## src/rtl/dcache_ctrl_if.sv

```systemverilog
// Bus bundle between the data-cache controller and its CPU, tag RAM, data RAM and memory.
// Statistics signals exist only when DCACHE_STATS_EN is defined.
interface dcache_ctrl_if;
  // CPU side
  logic        cpu_req;
  logic        cpu_we;
  logic [22:0] cpu_addr;
  logic [31:0] cpu_wdata;
  logic        cpu_ready;
  logic        cpu_busy;
  // Tag RAM
  logic        tag_re;
  logic [6:0]  tag_rindex;
  logic        tag_we;
  logic [6:0]  tag_windex;
  logic [11:0] tag_wdata;
  logic [11:0] tag_rdata;
  // Data RAM
  logic        dram_we;
  logic [8:0]  dram_addr;
  logic [31:0] dram_wdata;
  // Memory
  logic        mem_req;
  logic        mem_we;
  logic [22:0] mem_addr;
  logic [31:0] mem_wdata;
  logic        mem_ack;
  logic [31:0] mem_rdata;
`ifdef DCACHE_STATS_EN
  logic        stat_clr;
  logic [31:0] stat_hits;
  logic [31:0] stat_misses;
`endif

  // Controller side
  modport slave (
    input  cpu_req, cpu_we, cpu_addr, cpu_wdata, tag_rdata, mem_ack, mem_rdata,
    output cpu_ready, cpu_busy, tag_re, tag_rindex, tag_we, tag_windex, tag_wdata,
    output dram_we, dram_addr, dram_wdata, mem_req, mem_we, mem_addr, mem_wdata
`ifdef DCACHE_STATS_EN
    , input stat_clr, output stat_hits, stat_misses
`endif
  );

  // Environment side (CPU, RAMs, memory)
  modport master (
    output cpu_req, cpu_we, cpu_addr, cpu_wdata, tag_rdata, mem_ack, mem_rdata,
    input  cpu_ready, cpu_busy, tag_re, tag_rindex, tag_we, tag_windex, tag_wdata,
    input  dram_we, dram_addr, dram_wdata, mem_req, mem_we, mem_addr, mem_wdata
`ifdef DCACHE_STATS_EN
    , output stat_clr, input stat_hits, stat_misses
`endif
  );
endinterface

```

## src/rtl/dcache_ctrl.sv

```systemverilog
// Direct-mapped, write-through, no-write-allocate data-cache controller (128 x 4-word lines).
// Optional hit/miss counters are built when DCACHE_STATS_EN is defined.
module dcache_ctrl (
  input logic          clk,
  input logic          nReset,
  dcache_ctrl_if.slave bus
);
  localparam int SETS       = 128;
  localparam int LINE_WORDS = 4;
  localparam int TAG_W      = 12;
  localparam int IDX_W      = $clog2(SETS);
  localparam int WORD_W     = $clog2(LINE_WORDS);

  localparam logic [2:0] S_IDLE       = 3'd0;
  localparam logic [2:0] S_LOOKUP     = 3'd1;
  localparam logic [2:0] S_REFILL     = 3'd2;
  localparam logic [2:0] S_REISSUE    = 3'd3;
  localparam logic [2:0] S_WRITE_THRU = 3'd4;

  logic [2:0]        state_q, state_d;
  logic [22:0]       lat_addr_q;
  logic              lat_we_q;
  logic [31:0]       lat_wdata_q;
  logic [WORD_W-1:0] cnt_q, cnt_d;
  logic [SETS-1:0]   valid_q;

  logic [TAG_W-1:0]  lat_tag;
  logic [IDX_W-1:0]  lat_idx;
  logic [WORD_W-1:0] lat_word;
  logic              accept;
  logic              hit;
  logic              refill_ack;
  logic              refill_done;

  assign lat_tag     = lat_addr_q[22:11];
  assign lat_idx     = lat_addr_q[10:4];
  assign lat_word    = lat_addr_q[3:2];
  // Reset also masks the combinational IDLE path so every output reads 0 while held in reset.
  assign accept      = nReset && (state_q == S_IDLE) && bus.cpu_req;
  assign hit         = valid_q[lat_idx] && (bus.tag_rdata == lat_tag);
  assign refill_ack  = (state_q == S_REFILL) && bus.mem_ack;
  assign refill_done = refill_ack && (cnt_q == WORD_W'(LINE_WORDS - 1));

  logic              cpu_ready;
  logic              tag_re;
  logic [IDX_W-1:0]  tag_rindex;
  logic              tag_we;
  logic [IDX_W-1:0]  tag_windex;
  logic [TAG_W-1:0]  tag_wdata;
  logic              dram_we;
  logic [8:0]        dram_addr;
  logic [31:0]       dram_wdata;
  logic              mem_req;
  logic              mem_we;
  logic [22:0]       mem_addr;
  logic [31:0]       mem_wdata;

  always_comb begin
    // NOTE: every signal gets a default before the case so no path leaves it unassigned (no latches).
    state_d    = state_q;
    cnt_d      = cnt_q;
    cpu_ready  = 1'b0;
    tag_re     = 1'b0;
    tag_rindex = '0;
    tag_we     = 1'b0;
    tag_windex = '0;
    tag_wdata  = '0;
    dram_we    = 1'b0;
    dram_addr  = '0;
    dram_wdata = '0;
    mem_req    = 1'b0;
    mem_we     = 1'b0;
    mem_addr   = '0;
    mem_wdata  = '0;

    case (state_q)
      S_IDLE: begin
        if (accept) begin
          tag_re     = 1'b1;
          tag_rindex = bus.cpu_addr[10:4];
          state_d    = S_LOOKUP;
        end
      end

      S_LOOKUP: begin
        if (lat_we_q) begin
          if (hit) begin
            dram_we    = 1'b1;
            dram_addr  = {lat_idx, lat_word};
            dram_wdata = lat_wdata_q;
          end
          state_d = S_WRITE_THRU;
        end else if (hit) begin
          cpu_ready = 1'b1;
          state_d   = S_IDLE;
        end else begin
          cnt_d   = '0;
          state_d = S_REFILL;
        end
      end

      S_REFILL: begin
        mem_req  = 1'b1;
        mem_addr = {lat_tag, lat_idx, cnt_q, 2'b00};
        if (refill_ack) begin
          dram_we    = 1'b1;
          dram_addr  = {lat_idx, cnt_q};
          dram_wdata = bus.mem_rdata;
          cnt_d      = cnt_q + 1'b1;
        end
        if (refill_done) begin
          tag_we     = 1'b1;
          tag_windex = lat_idx;
          tag_wdata  = lat_tag;
          state_d    = S_REISSUE;
        end
      end

      S_REISSUE: begin
        tag_re     = 1'b1;
        tag_rindex = lat_idx;
        state_d    = S_LOOKUP;
      end

      S_WRITE_THRU: begin
        mem_req   = 1'b1;
        mem_we    = 1'b1;
        mem_addr  = {lat_addr_q[22:2], 2'b00};
        mem_wdata = lat_wdata_q;
        if (bus.mem_ack) begin
          cpu_ready = 1'b1;
          state_d   = S_IDLE;
        end
      end

      default: state_d = S_IDLE;
    endcase
  end

  // NOTE: state registers use non-blocking assignments so all flops update together on the edge.
  always_ff @(posedge clk or negedge nReset) begin
    if (!nReset) begin
      state_q     <= S_IDLE;
      cnt_q       <= '0;
      lat_addr_q  <= '0;
      lat_we_q    <= 1'b0;
      lat_wdata_q <= '0;
    end else begin
      state_q <= state_d;
      cnt_q   <= cnt_d;
      if (accept) begin
        lat_addr_q  <= bus.cpu_addr;
        lat_we_q    <= bus.cpu_we;
        lat_wdata_q <= bus.cpu_wdata;
      end
    end
  end

  // NOTE: the valid array is reset (unlike the tag/data RAMs) because it alone decides what is cached.
  always_ff @(posedge clk or negedge nReset) begin
    if (!nReset) begin
      valid_q <= '0;
    end else if (refill_done) begin
      valid_q[lat_idx] <= 1'b1;
    end
  end

`ifdef DCACHE_STATS_EN
  logic        reissue_q;
  logic [31:0] stat_hits_q;
  logic [31:0] stat_misses_q;
  logic        first_lookup;

  // Only the lookup triggered directly by the CPU request is counted, never the post-refill one.
  assign first_lookup = (state_q == S_LOOKUP) && !reissue_q;

  always_ff @(posedge clk or negedge nReset) begin
    if (!nReset) begin
      reissue_q     <= 1'b0;
      stat_hits_q   <= '0;
      stat_misses_q <= '0;
    end else begin
      if (accept) begin
        reissue_q <= 1'b0;
      end else if (refill_done) begin
        reissue_q <= 1'b1;
      end

      if (bus.stat_clr) begin
        stat_hits_q   <= '0;
        stat_misses_q <= '0;
      end else if (first_lookup) begin
        if (hit && (stat_hits_q != '1)) begin
          stat_hits_q <= stat_hits_q + 1'b1;
        end
        if (!hit && (stat_misses_q != '1)) begin
          stat_misses_q <= stat_misses_q + 1'b1;
        end
      end
    end
  end

  assign bus.stat_hits   = stat_hits_q;
  assign bus.stat_misses = stat_misses_q;
`endif

  assign bus.cpu_ready  = cpu_ready;
  assign bus.cpu_busy   = (state_q != S_IDLE);
  assign bus.tag_re     = tag_re;
  assign bus.tag_rindex = tag_rindex;
  assign bus.tag_we     = tag_we;
  assign bus.tag_windex = tag_windex;
  assign bus.tag_wdata  = tag_wdata;
  assign bus.dram_we    = dram_we;
  assign bus.dram_addr  = dram_addr;
  assign bus.dram_wdata = dram_wdata;
  assign bus.mem_req    = mem_req;
  assign bus.mem_we     = mem_we;
  assign bus.mem_addr   = mem_addr;
  assign bus.mem_wdata  = mem_wdata;

endmodule

```

## src/flat_wrapper.sv

```systemverilog
// flat-port wrapper written by rule: the top's interface ports become plain ports
module dcache_ctrl_flat 
  (clk, nReset, bus_cpu_req, bus_cpu_we, bus_cpu_addr, bus_cpu_wdata, bus_tag_rdata, bus_mem_ack, bus_mem_rdata, bus_cpu_ready, bus_cpu_busy, bus_tag_re, bus_tag_rindex, bus_tag_we, bus_tag_windex, bus_tag_wdata, bus_dram_we, bus_dram_addr, bus_dram_wdata, bus_mem_req, bus_mem_we, bus_mem_addr, bus_mem_wdata);
  dcache_ctrl_if bus_i ();
  input logic clk;
  input logic nReset;
  input wire logic [$bits(bus_i.cpu_req)-1:0] bus_cpu_req;
  input wire logic [$bits(bus_i.cpu_we)-1:0] bus_cpu_we;
  input wire logic [$bits(bus_i.cpu_addr)-1:0] bus_cpu_addr;
  input wire logic [$bits(bus_i.cpu_wdata)-1:0] bus_cpu_wdata;
  input wire logic [$bits(bus_i.tag_rdata)-1:0] bus_tag_rdata;
  input wire logic [$bits(bus_i.mem_ack)-1:0] bus_mem_ack;
  input wire logic [$bits(bus_i.mem_rdata)-1:0] bus_mem_rdata;
  output wire logic [$bits(bus_i.cpu_ready)-1:0] bus_cpu_ready;
  output wire logic [$bits(bus_i.cpu_busy)-1:0] bus_cpu_busy;
  output wire logic [$bits(bus_i.tag_re)-1:0] bus_tag_re;
  output wire logic [$bits(bus_i.tag_rindex)-1:0] bus_tag_rindex;
  output wire logic [$bits(bus_i.tag_we)-1:0] bus_tag_we;
  output wire logic [$bits(bus_i.tag_windex)-1:0] bus_tag_windex;
  output wire logic [$bits(bus_i.tag_wdata)-1:0] bus_tag_wdata;
  output wire logic [$bits(bus_i.dram_we)-1:0] bus_dram_we;
  output wire logic [$bits(bus_i.dram_addr)-1:0] bus_dram_addr;
  output wire logic [$bits(bus_i.dram_wdata)-1:0] bus_dram_wdata;
  output wire logic [$bits(bus_i.mem_req)-1:0] bus_mem_req;
  output wire logic [$bits(bus_i.mem_we)-1:0] bus_mem_we;
  output wire logic [$bits(bus_i.mem_addr)-1:0] bus_mem_addr;
  output wire logic [$bits(bus_i.mem_wdata)-1:0] bus_mem_wdata;
  assign bus_i.cpu_req = bus_cpu_req;
  assign bus_i.cpu_we = bus_cpu_we;
  assign bus_i.cpu_addr = bus_cpu_addr;
  assign bus_i.cpu_wdata = bus_cpu_wdata;
  assign bus_i.tag_rdata = bus_tag_rdata;
  assign bus_i.mem_ack = bus_mem_ack;
  assign bus_i.mem_rdata = bus_mem_rdata;
  assign bus_cpu_ready = bus_i.cpu_ready;
  assign bus_cpu_busy = bus_i.cpu_busy;
  assign bus_tag_re = bus_i.tag_re;
  assign bus_tag_rindex = bus_i.tag_rindex;
  assign bus_tag_we = bus_i.tag_we;
  assign bus_tag_windex = bus_i.tag_windex;
  assign bus_tag_wdata = bus_i.tag_wdata;
  assign bus_dram_we = bus_i.dram_we;
  assign bus_dram_addr = bus_i.dram_addr;
  assign bus_dram_wdata = bus_i.dram_wdata;
  assign bus_mem_req = bus_i.mem_req;
  assign bus_mem_we = bus_i.mem_we;
  assign bus_mem_addr = bus_i.mem_addr;
  assign bus_mem_wdata = bus_i.mem_wdata;
  dcache_ctrl u_core (.clk(clk), .nReset(nReset), .bus(bus_i));
endmodule
```

## config.mk

```make
export PLATFORM = sky130hd
export DESIGN_NAME = dcache_ctrl_flat
export DESIGN_NICKNAME = d
export VERILOG_FILES = /design/src/rtl/dcache_ctrl_if.sv /design/src/rtl/dcache_ctrl.sv /design/src/flat_wrapper.sv
export SDC_FILE = /design/constraint.sdc
export NUM_CORES = 1
export LEC_CHECK = 0
export CAP_MARGIN = 0
export CORE_MARGIN = 2
export CORE_UTILIZATION = 40
export DETAILED_ROUTE_END_ITERATION = 12
export MAX_ROUTING_LAYER = met4
export PLACE_DENSITY = 0.65
export SYNTH_ARGS = -nofsm -noshare
export SYNTH_HDL_FRONTEND = slang
export SYNTH_SLANG_ARGS = --single-unit
```

## constraint.sdc

```tcl
create_clock -name clk -period 4 [get_ports clk]
set_clock_uncertainty 0.05 [all_clocks]
set_input_delay 1.2 -clock clk [delete_from_list [all_inputs] [get_ports clk]]
set_output_delay 1.2 -clock clk [all_outputs]
set_load 0.005 [all_outputs]
```

# Word level (Yosys, flattened, before mapping)

Index checks and enable logic that the tools add are counted.

Bits in registers: 189
Bits in latches: 0
Memory bits (writable): 0
ROM bits: 0
Input port bits: 104
Logic and storage cells: 77
Memories kept: 0

$add $sub $neg: 1
Multiply operators: 0
Div/mod/pow operators: 0
$lt $le $gt $ge: 2
Equality and inequality tests: 12
Shift operators: 0
Multiplexer cells: 43
Bitwise logic cells: 1
Reduce and logical (&&, ||, !) cells: 12

Operators by type and width:

| operator             | number |
|---|---|
| $mux W32             | 4 |
| $or A128 B128 Y128   | 1 |
| $pmux W32 S2         | 1 |
| $pmux W23 S2         | 1 |
| $mux W9              | 3 |
| $mux W12             | 2 |
| $mux W7              | 3 |
| $pmux W9 S2          | 1 |
| $pmux W3 S5          | 1 |
| $pmux W7 S2          | 1 |
| $eq A12 B12 Y1       | 1 |
| $mux W1              | 12 |
| $mux W3              | 4 |
| $lt A7 B8 Y1 const B | 1 |
| $mux W2              | 4 |
| $bmux W1 S7          | 1 |
| $demux W1 S7         | 1 |
| $ge A7 B1 Y1 const B | 1 |
| $eq A3 B2 Y1 const B | 2 |
| $logic_and A1 B1 Y1  | 6 |
| $ne A2 B1 Y1 const B | 3 |
| $ne A2 B2 Y1 const B | 3 |
| $pmux W1 S2          | 3 |
| $pmux W2 S2          | 1 |
| 10 further kinds     | 10 |

# Longest topological paths before layout

Gate-level depths: netlist of run 1.

Depth in word-level cells: 6
Depth in mapped cells: 12

# Worst setup path before layout of run 1

OpenSTA, ideal clock, no wires.

Path kind: input port to output port
Start point: input bus_tag_rdata[10]
End point: output bus_dram_wdata[5]
Arrival time: 2640 ps
Required time: 2750 ps
Slack: 110 ps
Stages on the path: 7
Buffers on the path: 1
Path through: xnor2_1 nand4_1 nor3_1 inv_1 a311oi_4 buf_6 a22o_1

Cells in the longest elaborated chain, start to end: 5

Ends and longest elaborated chain:

| element             | RTL line           | text |
|---|---|---|
| from (decl)         | flat_wrapper.sv:11 | `input wire logic [$bits(bus_i.tag_rdata)-1:0] bus_tag_rdata;` |
| $eq A12 B12 Y1      | dcache_ctrl.sv:40  | `assign hit = valid_q[lat_idx] && (bus.tag_rdata == lat_tag);` |
| $logic_and A1 B1 Y1 | dcache_ctrl.sv:40  |  |
| $mux W32            | dcache_ctrl.sv:87  | `if (hit) begin` |
| $mux W32            | dcache_ctrl.sv:86  | `if (lat_we_q) begin` |
| $pmux W32 S2        | dcache_ctrl.sv:76  | `case (state_q)` |
| to (decl)           | flat_wrapper.sv:23 | `output wire logic [$bits(bus_i.dram_wdata)-1:0] bus_dram_wdata;` |

Every way passes these cells.

# Worst setup path in the final report of run 1

Start point: register u_core.lat_addr_q[4]
End point: output bus_dram_wdata[22]

Cells in the longest elaborated chain, start to end: 6

Ends and longest elaborated chain:

| element                       | RTL line           | text |
|---|---|---|
| from (decl)                   | dcache_ctrl.sv:21  | `logic [22:0] lat_addr_q;` |
| from (signal assigned)        | dcache_ctrl.sv:152 | `lat_addr_q <= bus.cpu_addr;` |
| $bmux W1 S7                   | dcache_ctrl.sv:40  |  |
| $mux W1 (implied by the code) | dcache_ctrl.sv:40  |  |
| $logic_and A1 B1 Y1           | dcache_ctrl.sv:40  |  |
| $mux W32                      | dcache_ctrl.sv:87  |  |
| $mux W32                      | dcache_ctrl.sv:86  |  |
| $pmux W32 S2                  | dcache_ctrl.sv:76  |  |

Every way passes these cells. The select of a mux whose other input is x is not followed.

==> reports/results.ini, run 1 <==
[grt]
first_global_vias = 7473
grt.total_usage_pct = 25.01
grt_pass1_wl_um = 44480
grt_max_degree = 117
antenna_found_initial = 0
grt-ovfl-total = 0

[routing]
drc = 0
wirelength_um = 29060
wire_per_inst_um = 21.12
drt_iter0_drc = 481
vias = 7461
avgViaCountPerCell = 5.422
dr.pass1.iters = 5
ant_nets = 0

[clock_tree]
clock_path_buffers = 2
insertion_delay_ps = 440
path_clk_slew_ps = 70
clockRootBuffer = clkbuf_16
cts_made_buffers = 17
cts_tree = done
h-tree-depth = 4
clock-sinks = 187

[die]
io_pins = 233
core_area_sq_um = 22500
fp.dieH_um = 154.9
core.rowCount = 55
dieWidth_um = 154.9
initial_core_util_pct = 40.47
dieArea_sq_um = 23990

[synth]
yosys-top-cells-area = dfrtp_1 (51%), o21bai_1 (11%), mux2_2 (6.9%)
synth_area_leader_cell = dfrtp_1
synth_fa_ha_area_share_pct = 0.1374
synth_edf_count = 0
yosysTopAreaCellShare_pct = 51.38
synth_top_family_by_area = compound AO/OA/AOI/OAI gates
ys_ff_latch = 187
synth_seq_area_share_pct = 51.38
ys_warn_count = 0
synthXorXnorAreaFrac_pct = 1.154
synth_cells = 766
syn_area_sq_um = 9107
synth_compound_area_share_pct = 20.48
synth_commonest_cells = dfrtp_1 (187), o21bai_1 (128), and2_1 (69)
synth_cell_types = 57
synthMuxAreaShare_pct = 12.47
yosysMostFrequentCell = dfrtp_1
avgSynthCellArea_sq_um = 11.89
synth_flop_cell = dfrtp_1
synth-async-reset-ratio_pct = 100.0
yosys.area_share.simple_pct = 10.43

[critical_path]
crit_type = flip-flop to output port
worstSetupEndpointType = output port
worstPathMaxFanout = 6
worstPathArrival_ps = 3310
path_cells = buf_12, buf_12, mux4_2, mux2i_1, o22ai_2, a2111oi_4, buf_4, a311oi_4, buf_6, buf_16, buf_6, a22o_1, buf_2
cp_top_family = buffers and inverters
cp-start-kind = flip-flop
crit_buf_inv = 7
cp.required_ps = 2750
cpPeakStageDelay_ps = 500
cp_slowest_cell = mux4_2

[final_layout]
syn_to_final_growth_pct = 44.33
nNetsFinal = 1183
drive_gt1_share_pct = 27.22
insertedDiodeCount = 0
layout.cells.non_filler = 1376
stdcell_area_sq_um = 13150

[placement]
dpl_cell_area_sq_um = 12270
dp.cells = 1320
port_buffers = 228
routabilityCongestion = 0.8528
dp_hpwl_um = 19910

[sta]
maxSlewHeadroom_pct = 39.09
rsz0062_at_grt = yes
post-route-period-util_pct = 113.9
setup_slack_ps = -555.8
setup_viol_count_final = 43
hold_viol = 0
maxSlewViolCount = 0
timing.hold.ws_ps = 419.2
period_minus_slack_ps = 4556
tightest_slew_ps = 913.6
max_freq_mhz = 219.5

[power_and_ir_drop]
leakagePower_uw = 0.005907
power_uw = 7412
ir_drop_v = 0.0003218
power.density_nw_per_um2 = 563.9

[run_status]
violations = negative setup slack
status = complete, but fails checks

[run]
maxCapViolCount = 0

[hold_path]
hp-class = flip-flop to flip-flop

[cell type report]
class,instances,area [sq um]
Fill cell,1897,9358
Sequential cell,187,4682
Multi-Input combinational cell,521,4214
Timing Repair Buffer,345,3276
Clock buffer,20,456.7
Tap cell,285,356.6
Clock inverter,12,137.6
Inverter,6,22.52
[state kept, by name (all words and copies together), names as in the netlist]
| name | count |
|---|---|
| u_core.lat_we_q | 1 |
| u_core.valid_q | 128 |
| u_core.lat_wdata_q | 32 |
| u_core.lat_addr_q | 21 |
| u_core.state_q | 3 |
| u_core.cnt_q | 2 |
[metal layers]
layer	global-route usage [%]	share of wire, %
met1	34.55	45
met2	37.88	48
met3	4.234	5.2
met4	8.069	2.1
met5	-	0
[power by group]
group          internal, uW  switching [uW]
Clock                   960             763
Sequential             2220             351
Combinational          1710            1420
Total                  4880            2530
[per-stage QoR]
stage | setup WS [ps] | utilization [%] | TNS [ps]
floorplan | 109.8 | - | 0
global placement | -925.9 | 54.53 | -39700
detailed placement | -984.4 | 54.53 | -41780
CTS | -533.2 | 57.99 | -19770
global route | -643.3 | 58.42 | -22830
finish | -555.8 | 58.42 | -19310
[final timing paths]
kind | slack, ps | cells after the start | startpoint | to
max in group asynchronous | 1660 | 3 | nReset | u_core.valid_q[25]$_DFFE_PN0P_
hold reg to reg | 420 | 1 | u_core.valid_q[91]$_DFFE_PN0P_ | u_core.valid_q[91]$_DFFE_PN0P_
min in group asynchronous | 820 | 2 | nReset | u_core.valid_q[44]$_DFFE_PN0P_
setup / recovery | -560 | 13 | u_core.lat_addr_q[4]$_DFFE_PN0P_ | bus_dram_wdata[22]
hold / removal | 420 | 1 | u_core.valid_q[91]$_DFFE_PN0P_ | u_core.valid_q[91]$_DFFE_PN0P_
setup reg to reg | 1150 | 8 | u_core.state_q[1]$_DFFE_PN0P_ | u_core.valid_q[101]$_DFFE_PN0P_
[placed cells by master, fill, tap and decap left out, types with 3 or more instances in the layout]
cell / Yosys / routed
o21a_1: 7 / 7
nand3_1: 11 / 11
mux2_2: 56 / 56
clkinvlp_4: 0 / 4
buf_16: 0 / 4
buf_2: 1 / 38
a21oi_1: 9 / 9
inv_1: 6 / 4
dfrtp_1: 187 / 185
and2_1: 69 / 69
o21ai_1: 0 / 3
nand4_1: 5 / 5
buf_4: 6 / 88
nor3_1: 4 / 3
a22o_1: 38 / 36
mux2i_1: 28 / 23
nand2_1: 42 / 42
and2b_1: 4 / 4
xnor2_1: 12 / 11
nor2_1: 15 / 12
clkdlybuf4s50_1: 0 / 170
mux2i_2: 0 / 3
a22oi_1: 7 / 7
dlymetal6s2s_1: 0 / 7
o22ai_1: 10 / 8
buf_6: 11 / 13
nand2b_1: 4 / 3
buf_12: 1 / 13
o21bai_1: 128 / 128
clkbuf_16: 0 / 17
a221oi_1: 6 / 4
o21ai_0: 11 / 8
clkbuf_8: 0 / 3
dlygate4sd2_1: 0 / 8
mux4_2: 10 / 10
nor2b_1: 7 / 6
[logic make-up (layout without fill, tap and decap cells)]
kind of cell / Yosys count / after routing
AOI/OAI and AO/OA: 237 / 237
and+or+nand+nor: 175 / 175
muxes: 94 / 94
adders and majority gates: 1 / 1
DFF: 187 / 187
buffers and inverters: 59 / 383
xor gates and xnor gates: 12 / 12
other: 1 / 2
[what timing repair did]
| action | CTS | global route |
|---|---|---|
| buffers inserted | 17 | 7 |
| gates cloned | 5 | 0 |
| hold buffers | 0 | 0 |
| endpoints found under the setup margin | 69 | 48 |
| pin swaps | 28 | 23 |
| resized for setup | 203 | 33 |
(Power assumes the default switching activity.)
==> run 2, diff against run 1 <==
Settings changed: PLACE_DENSITY 0.65 to 0.67.
Clock period 4 ns to 4.75 ns, I/O delays scaled along.
==> reports/results.ini, run 2 (synthesized netlist as in run 1, its figures left out) <==
[run_status]
status = complete, but fails checks  ; unchanged
violations = negative setup slack  ; unchanged

[placement]
routabilityCongestion = 0.8293  ; was 0.8528
dp.cells = 1270  ; was 1320
place_ws_ps = -559.9  ; was -984.4 ps
dp_hpwl_um = 18840  ; was 19910 um
port_buffers = 228  ; unchanged
dpl_cell_area_sq_um = 11860  ; was 12270 sq um

[grt]
busiest_layer = met2  ; unchanged
globalRouteMet1Util_pct = 32.22  ; was 34.55%
grt.total_usage_pct = 24.74  ; was 25.01%
grt_pass1_wl_um = 43950  ; was 44480 um
antenna_found_initial = 0  ; unchanged
grt_max_degree = 77  ; was 117
met3_usage_pct = 4.847  ; was 4.234%
use_met2_pct = 38.92  ; was 37.88%
grt-ovfl-total = 0  ; unchanged
first_global_vias = 7523  ; was 7473

[power_and_ir_drop]
leakagePower_uw = 0.005587  ; was 0.005907 uW
power_uw = 5992  ; was 7412 uW
power.density_nw_per_um2 = 469.3  ; was 563.9 nW/um^2
p_clk_share_pct = 22.8  ; was 23.2%
combinationalPowerShare_pct = 40.2  ; was 42.1%
switchingPower_uw = 2142  ; was 2532 uW
p_int_uw = 3849  ; was 4881 uW
seqPwrFrac_pct = 37.0  ; was 34.6%
ir_drop_v = 0.0002876  ; was 0.0003218 V
switching_share_pct = 35.76  ; was 34.15%

[die]
fp.dieH_um = 154.9  ; unchanged
dieWidth_um = 154.9  ; unchanged
initial_core_util_pct = 40.47  ; unchanged
core.rowCount = 55  ; unchanged
dieArea_sq_um = 23990  ; unchanged
core_area_sq_um = 22500  ; unchanged
io_pins = 233  ; unchanged

[final_layout]
largest_registers = u_core.valid_q (128), u_core.lat_wdata_q (32), u_core.lat_addr_q (21)  ; unchanged
top_register = u_core.valid_q  ; unchanged
largest_reg_flops = 128  ; unchanged
syn_to_final_growth_pct = 40.17  ; was 44.33%
final_common_cell = dfrtp_1  ; unchanged
layout_common_cells = dfrtp_1 (184), clkdlybuf4s50_1 (172), o21bai_1 (128)  ; was dfrtp_1 (185), clkdlybuf4s50_1 (170), o21bai_1 (128)
layout.cells.non_filler = 1340  ; was 1376
insertedDiodeCount = 0  ; unchanged
utilization_pct = 56.73  ; was 58.42%
stdcell_area_sq_um = 12770  ; was 13150 sq um
drive_gt1_share_pct = 24.08  ; was 27.22%
nNetsFinal = 1147  ; was 1183

[clock_tree]
clock_path_buffers = 2  ; unchanged
insertion_delay_ps = 440  ; about the same
cts_made_buffers = 17  ; unchanged
path_clk_slew_ps = 70  ; about the same
h-tree-depth = 4  ; unchanged
clockRootBuffer = clkbuf_16  ; unchanged
clock-sinks = 187  ; unchanged
postCtsHoldBufs = 0  ; unchanged
cts_tree = done  ; unchanged

[critical_path]
path_cells = buf_12, mux2i_1, o22ai_1, o211ai_1, nand4_1, a2111oi_4, a311oi_4, buf_4, buf_6, buf_12, buf_16, buf_8, a22o_1, buf_2  ; was buf_12, buf_12, mux4_2, mux2i_1, o22ai_2, a2111oi_4, buf_4, a311oi_4, buf_6, buf_16, buf_6, a22o_1, buf_2
cp-start-kind = flip-flop  ; unchanged
cp_slowest_cell = dfrtp_4  ; was mux4_2
crit_type = flip-flop to output port  ; unchanged
cp_top_family = compound AO/OA/AOI/OAI gates  ; was buffers and inverters
worstPathMaxFanout = 8  ; was 6
cp.required_ps = 3270  ; was 2750 ps
worstSetupEndpointType = output port  ; unchanged
crit_buf_inv = 7  ; unchanged
worstPathArrival_ps = 3540  ; was 3310 ps
r2r_setup_slack_ps = 1860  ; was 1150 ps
r2r_cells = 8  ; unchanged
path_common_cell = buf_12
cpPeakStageDelay_ps = 570  ; was 500 ps
path_depth = 14  ; was 13

[sta]
setup_slack_ps = -262.3  ; was -555.8 ps
post-route-period-util_pct = 105.5
period_minus_slack_ps = 5012
max_freq_mhz = 199.5
maxSlewViolCount = 0  ; unchanged
hold_viol = 0  ; unchanged
rsz0062_at_grt = yes  ; unchanged
tightest_slew_ps = 961.3  ; was 913.6 ps
maxSlewHeadroom_pct = 35.91  ; was 39.09%
setup_viol_count_final = 32  ; was 43

[run]
maxCapViolCount = 0  ; unchanged

[routing]
dr.pass1.iters = 5  ; unchanged
ant_nets = 0  ; unchanged
drc = 0  ; unchanged
avgViaCountPerCell = 5.389  ; was 5.422
drt_iter0_drc = 607  ; was 481
vias = 7221  ; was 7461
wire_per_inst_um = 21.52  ; was 21.12 um
wirelength_um = 28840  ; was 29060 um

[hold_path]
holdPathStages = 1  ; unchanged
hp-class = flip-flop to flip-flop  ; unchanged

## run 2: cell count changes in the layout (fill, tap and decap cells not counted), moves of 6 or more
cell	before	now
dlygate4sd2_1	8	14
buf_6	13	7
buf_4	88	54
dlymetal6s2s_1	7	0
## run 2: through the flow
step / hold WS, ps / TNS (ps)
after floorplan: 387.5 / 0
after global placement: 402.2 / -23190
after detailed placement: 406.6 / -22020
after CTS: 424.8 / -3104
after global routing: 433.1 / -7570
final: 418.4 / -4979
## run 2: final cells by class
class                           count  area, sq um
Fill cell                        1891         9737
Sequential cell                   187         4688
Multi-Input combinational cell    521         4160
Timing Repair Buffer              309         2980
Clock buffer                       17        425.4
Tap cell                          285        356.6
Clock inverter                     15        132.6
Inverter                            6        22.52
## run 2: repair_timing
| action | CTS | global route |
|---|---|---|
| endpoints found under the setup margin | 43 | 43 |
| pin swaps | 31 | 19 |
| gates resized for setup | 209 | 17 |
| cloned | 7 | 2 |
| buffers inserted | 27 | 7 |
## run 2: power by group through the flow
stage / sequential (uW) / clock [uW] / combinational [uW]
finish: 2210 / 1370 / 2410
global route: 2250 / 1450 / 2580
CTS: 2190 / 1380 / 2350
detailed placement: 2220 / 0 / 2180
global placement: 2210 / 0 / 2160
floorplan: 2050 / 0 / 1310
## run 2: worst reg2reg max path, stage by stage, from the launching register on
cell and delay (ps):
dfrtp_1 500, nor2b_1 340, and2b_1 250, and3_1 220
buf_12 170, and2_0 230, buf_4 160, nand2_1 500
o21bai_1 370
## run 2: final timing paths
| kind | from | to |
|---|---|---|
| min reg2reg | u_core.valid_q[12]$_DFFE_PN0P_ | u_core.valid_q[12]$_DFFE_PN0P_ |
| max | u_core.lat_addr_q[4]$_DFFE_PN0P_ | bus_dram_wdata[16] |
| min in group asynchronous | nReset | u_core.valid_q[68]$_DFFE_PN0P_ |
| max reg2reg | u_core.state_q[1]$_DFFE_PN0P_ | u_core.valid_q[127]$_DFFE_PN0P_ |
| min | u_core.valid_q[12]$_DFFE_PN0P_ | u_core.valid_q[12]$_DFFE_PN0P_ |
| max in group asynchronous | nReset | u_core.lat_addr_q[6]$_DFFE_PN0P_ |
## run 2: layer usage
layer / wire length [um] / vias to the layer above / part of all wire, %
met5: 0 / - / 0
met4: 703 / 0 / 2.4
met3: 1287 / 47 / 4.5
met2: 13990 / 205 / 49
met1: 12850 / 3626 / 45
li1: - / 3343 / -
==> run 3, diff against run 2 <==
Settings changed: CORE_MARGIN 2 to unset, PLACE_DENSITY 0.67 to 0.7.
Clock period 4.75 ns to 4.3 ns, I/O delays scaled along.
==> reports/results.ini, run 3 (synthesized netlist as in run 1, its figures left out) <==
[run_status]
status = complete, but fails checks  ; unchanged
violations = negative setup slack  ; unchanged

[clock_tree]
h-tree-depth = 4  ; unchanged
path_clk_slew_ps = 70  ; about the same
clock_path_buffers = 2  ; unchanged
clockRootBuffer = clkbuf_16  ; unchanged
clock-sinks = 187  ; unchanged
cts_made_buffers = 17  ; unchanged
insertion_delay_ps = 440  ; about the same
cts_tree = done  ; unchanged

[die]
dieWidth_um = 152.9  ; was 154.9 um
fp.dieH_um = 152.9  ; was 154.9 um
io_pins = 233  ; unchanged
initial_core_util_pct = 41.22  ; was 40.47%
core_area_sq_um = 22090  ; was 22500 sq um
dieArea_sq_um = 23380  ; was 23990 sq um
core.rowCount = 54  ; was 55

[final_layout]
top_register = u_core.valid_q  ; unchanged
largest_registers = u_core.valid_q (128), u_core.lat_wdata_q (32), u_core.lat_addr_q (21)  ; unchanged
syn_to_final_growth_pct = 40.25  ; was 40.17%
layout_common_cells = dfrtp_1 (185), clkdlybuf4s50_1 (172), o21bai_1 (128)  ; was dfrtp_1 (184), clkdlybuf4s50_1 (172), o21bai_1 (128)
nNetsFinal = 1150  ; was 1147
drive_gt1_share_pct = 24.01  ; was 24.08%
insertedDiodeCount = 0  ; unchanged
final_common_cell = dfrtp_1  ; unchanged
fill_cells = 1814  ; was 1891
largest_reg_flops = 128  ; unchanged

[sta]
tightest_slew_ps = 967.0  ; was 961.3 ps
fin_tns_setup_ps = -11990  ; was -4979 ps
rsz0062_at_grt = yes  ; unchanged
maxSlewHeadroom_pct = 35.53  ; was 35.91%
setup_slack_ps = -333.5  ; was -262.3 ps
max_freq_mhz = 215.8
setup_viol_count_final = 43  ; was 32
hold_viol = 0  ; unchanged
post-route-period-util_pct = 107.8
maxSlewViolCount = 0  ; unchanged
period_minus_slack_ps = 4633

[critical_path]
cp_slowest_cell = dfrtp_2  ; was dfrtp_4
crit_type = flip-flop to output port  ; unchanged
path_cells = buf_6, buf_16, mux4_2, nand2_1, a21oi_1, a31o_2, a41oi_2, a311oi_4, buf_6, buf_12, buf_16, or2_1, buf_2  ; was buf_12, mux2i_1, o22ai_1, o211ai_1, nand4_1, a2111oi_4, a311oi_4, buf_4, buf_6, buf_12, buf_16, buf_8, a22o_1, buf_2
cp_top_family = buffers and inverters  ; was compound AO/OA/AOI/OAI gates
cpPeakStageDelay_ps = 510  ; was 570 ps
cp.required_ps = 2960  ; was 3270 ps
worstSetupEndpointType = output port  ; unchanged
cp-start-kind = flip-flop  ; unchanged
worstPathMaxFanout = 15  ; was 8
crit_buf_inv = 6  ; was 7
worstPathArrival_ps = 3290  ; was 3540 ps

[placement]
routabilityCongestion = 0.8516  ; was 0.8293
place_ws_ps = -848.1  ; was -559.9 ps
dp_hpwl_um = 18420  ; was 18840 um
port_buffers = 228  ; unchanged

[power_and_ir_drop]
leakagePower_uw = 0.005632  ; was 0.005587 uW
ir_drop_v = 0.0003473  ; was 0.0002876 V
power_uw = 6692  ; was 5992 uW
power.density_nw_per_um2 = 523.9  ; was 469.3 nW/um^2

[routing]
wirelength_um = 28100  ; was 28840 um
drt_iter0_drc = 746  ; was 607
vias = 7359  ; was 7221
avgViaCountPerCell = 5.500  ; was 5.389
dr.pass1.iters = 5  ; unchanged
wire_per_inst_um = 21.00  ; was 21.52 um
ant_nets = 0  ; unchanged
drc = 0  ; unchanged

[grt]
antenna_found_initial = 0  ; unchanged
grt_pass1_wl_um = 43980  ; was 43950 um
first_global_vias = 7414  ; was 7523
grt_max_degree = 76  ; was 77
grt.total_usage_pct = 25.28  ; was 24.74%
grt-ovfl-total = 0  ; unchanged

[hold_path]
hp-class = flip-flop to flip-flop  ; unchanged

[run]
maxCapViolCount = 0  ; unchanged

## run 3: changes by cell type in the layout (fill, tap and decap cells not counted), sizes merged
cell | before | now
buf | 120 | 121
inv | 14 | 9
clkinvlp | 4 | 2
clkinv | 3 | 5
dlygate4sd2 | 14 | 8
bufinv | 0 | 2
dlymetal6s2s | 0 | 4
clkbuf | 20 | 27
## run 3: final timing paths
path,start,endpoint,slack (ps),depth (start not counted)
worst max-delay path,u_core.lat_addr_q[4]$_DFFE_PN0P_,bus_dram_we,-330,13
min in group asynchronous,nReset,u_core.valid_q[76]$_DFFE_PN0P_,940,2
worst max register to register,u_core.state_q[1]$_DFFE_PN0P_,u_core.valid_q[78]$_DFFE_PN0P_,1410,7
worst min register to register,u_core.valid_q[76]$_DFFE_PN0P_,u_core.valid_q[76]$_DFFE_PN0P_,420,1
max in group asynchronous,nReset,u_core.lat_wdata_q[11]$_DFFE_PN0P_,1860,3
worst min-delay path,u_core.valid_q[76]$_DFFE_PN0P_,u_core.valid_q[76]$_DFFE_PN0P_,420,1
## run 3: metrics by stage
stage	utilization (%)	hold slack, ps	instance area (sq um)	std cells
after detailed placement	54.21	407.9	11980	1285
final	57.82	421.9	12770	1338
after global routing	57.82	432.6	12770	1338
after global placement	54.21	402.9	11980	1285
after floorplan	-	387.5	9111	767
after CTS	57.84	425.4	12780	1336
## run 3: layer usage
layer | wire, um | up-vias | GRT usage, %
met1 | 12210 | 3679 | 33.43
li1 | - | 3352 | -
met5 | 0 | - | -
met4 | 589 | 0 | 7.263
met2 | 13830 | 284 | 39.91
met3 | 1472 | 44 | 4.451
## run 3: what timing repair did
item,4_1_cts,5_1_grt
cloned,8,0
setup buffers,11,4
endpoints found under the hold margin,0,0
setup endpoints to repair,43,57
resized for setup,191,17
pin swaps,9,17
hold buffers,0,0
## run 3: power breakdown
part	internal (uW)	switching (uW)	total, uW
Sequential	2060	347	2410
Combinational	1430	1260	2690
Clock	879	712	1590
Total	4370	2320	6690
## run 3: cell type report
cell class / count / area, sq um / share of cell area, %
flip-flops and latches: 187 / 4682 / 36.65
multi-input cells: 521 / 4145 / 32.45
repair buffers: 312 / 2989 / 23.40
clock buffers: 20 / 446.7 / 3.497
well taps: 280 / 350.3 / 2.743
clock inverters: 12 / 137.6 / 1.077
inverters: 6 / 22.52 / 0.1763
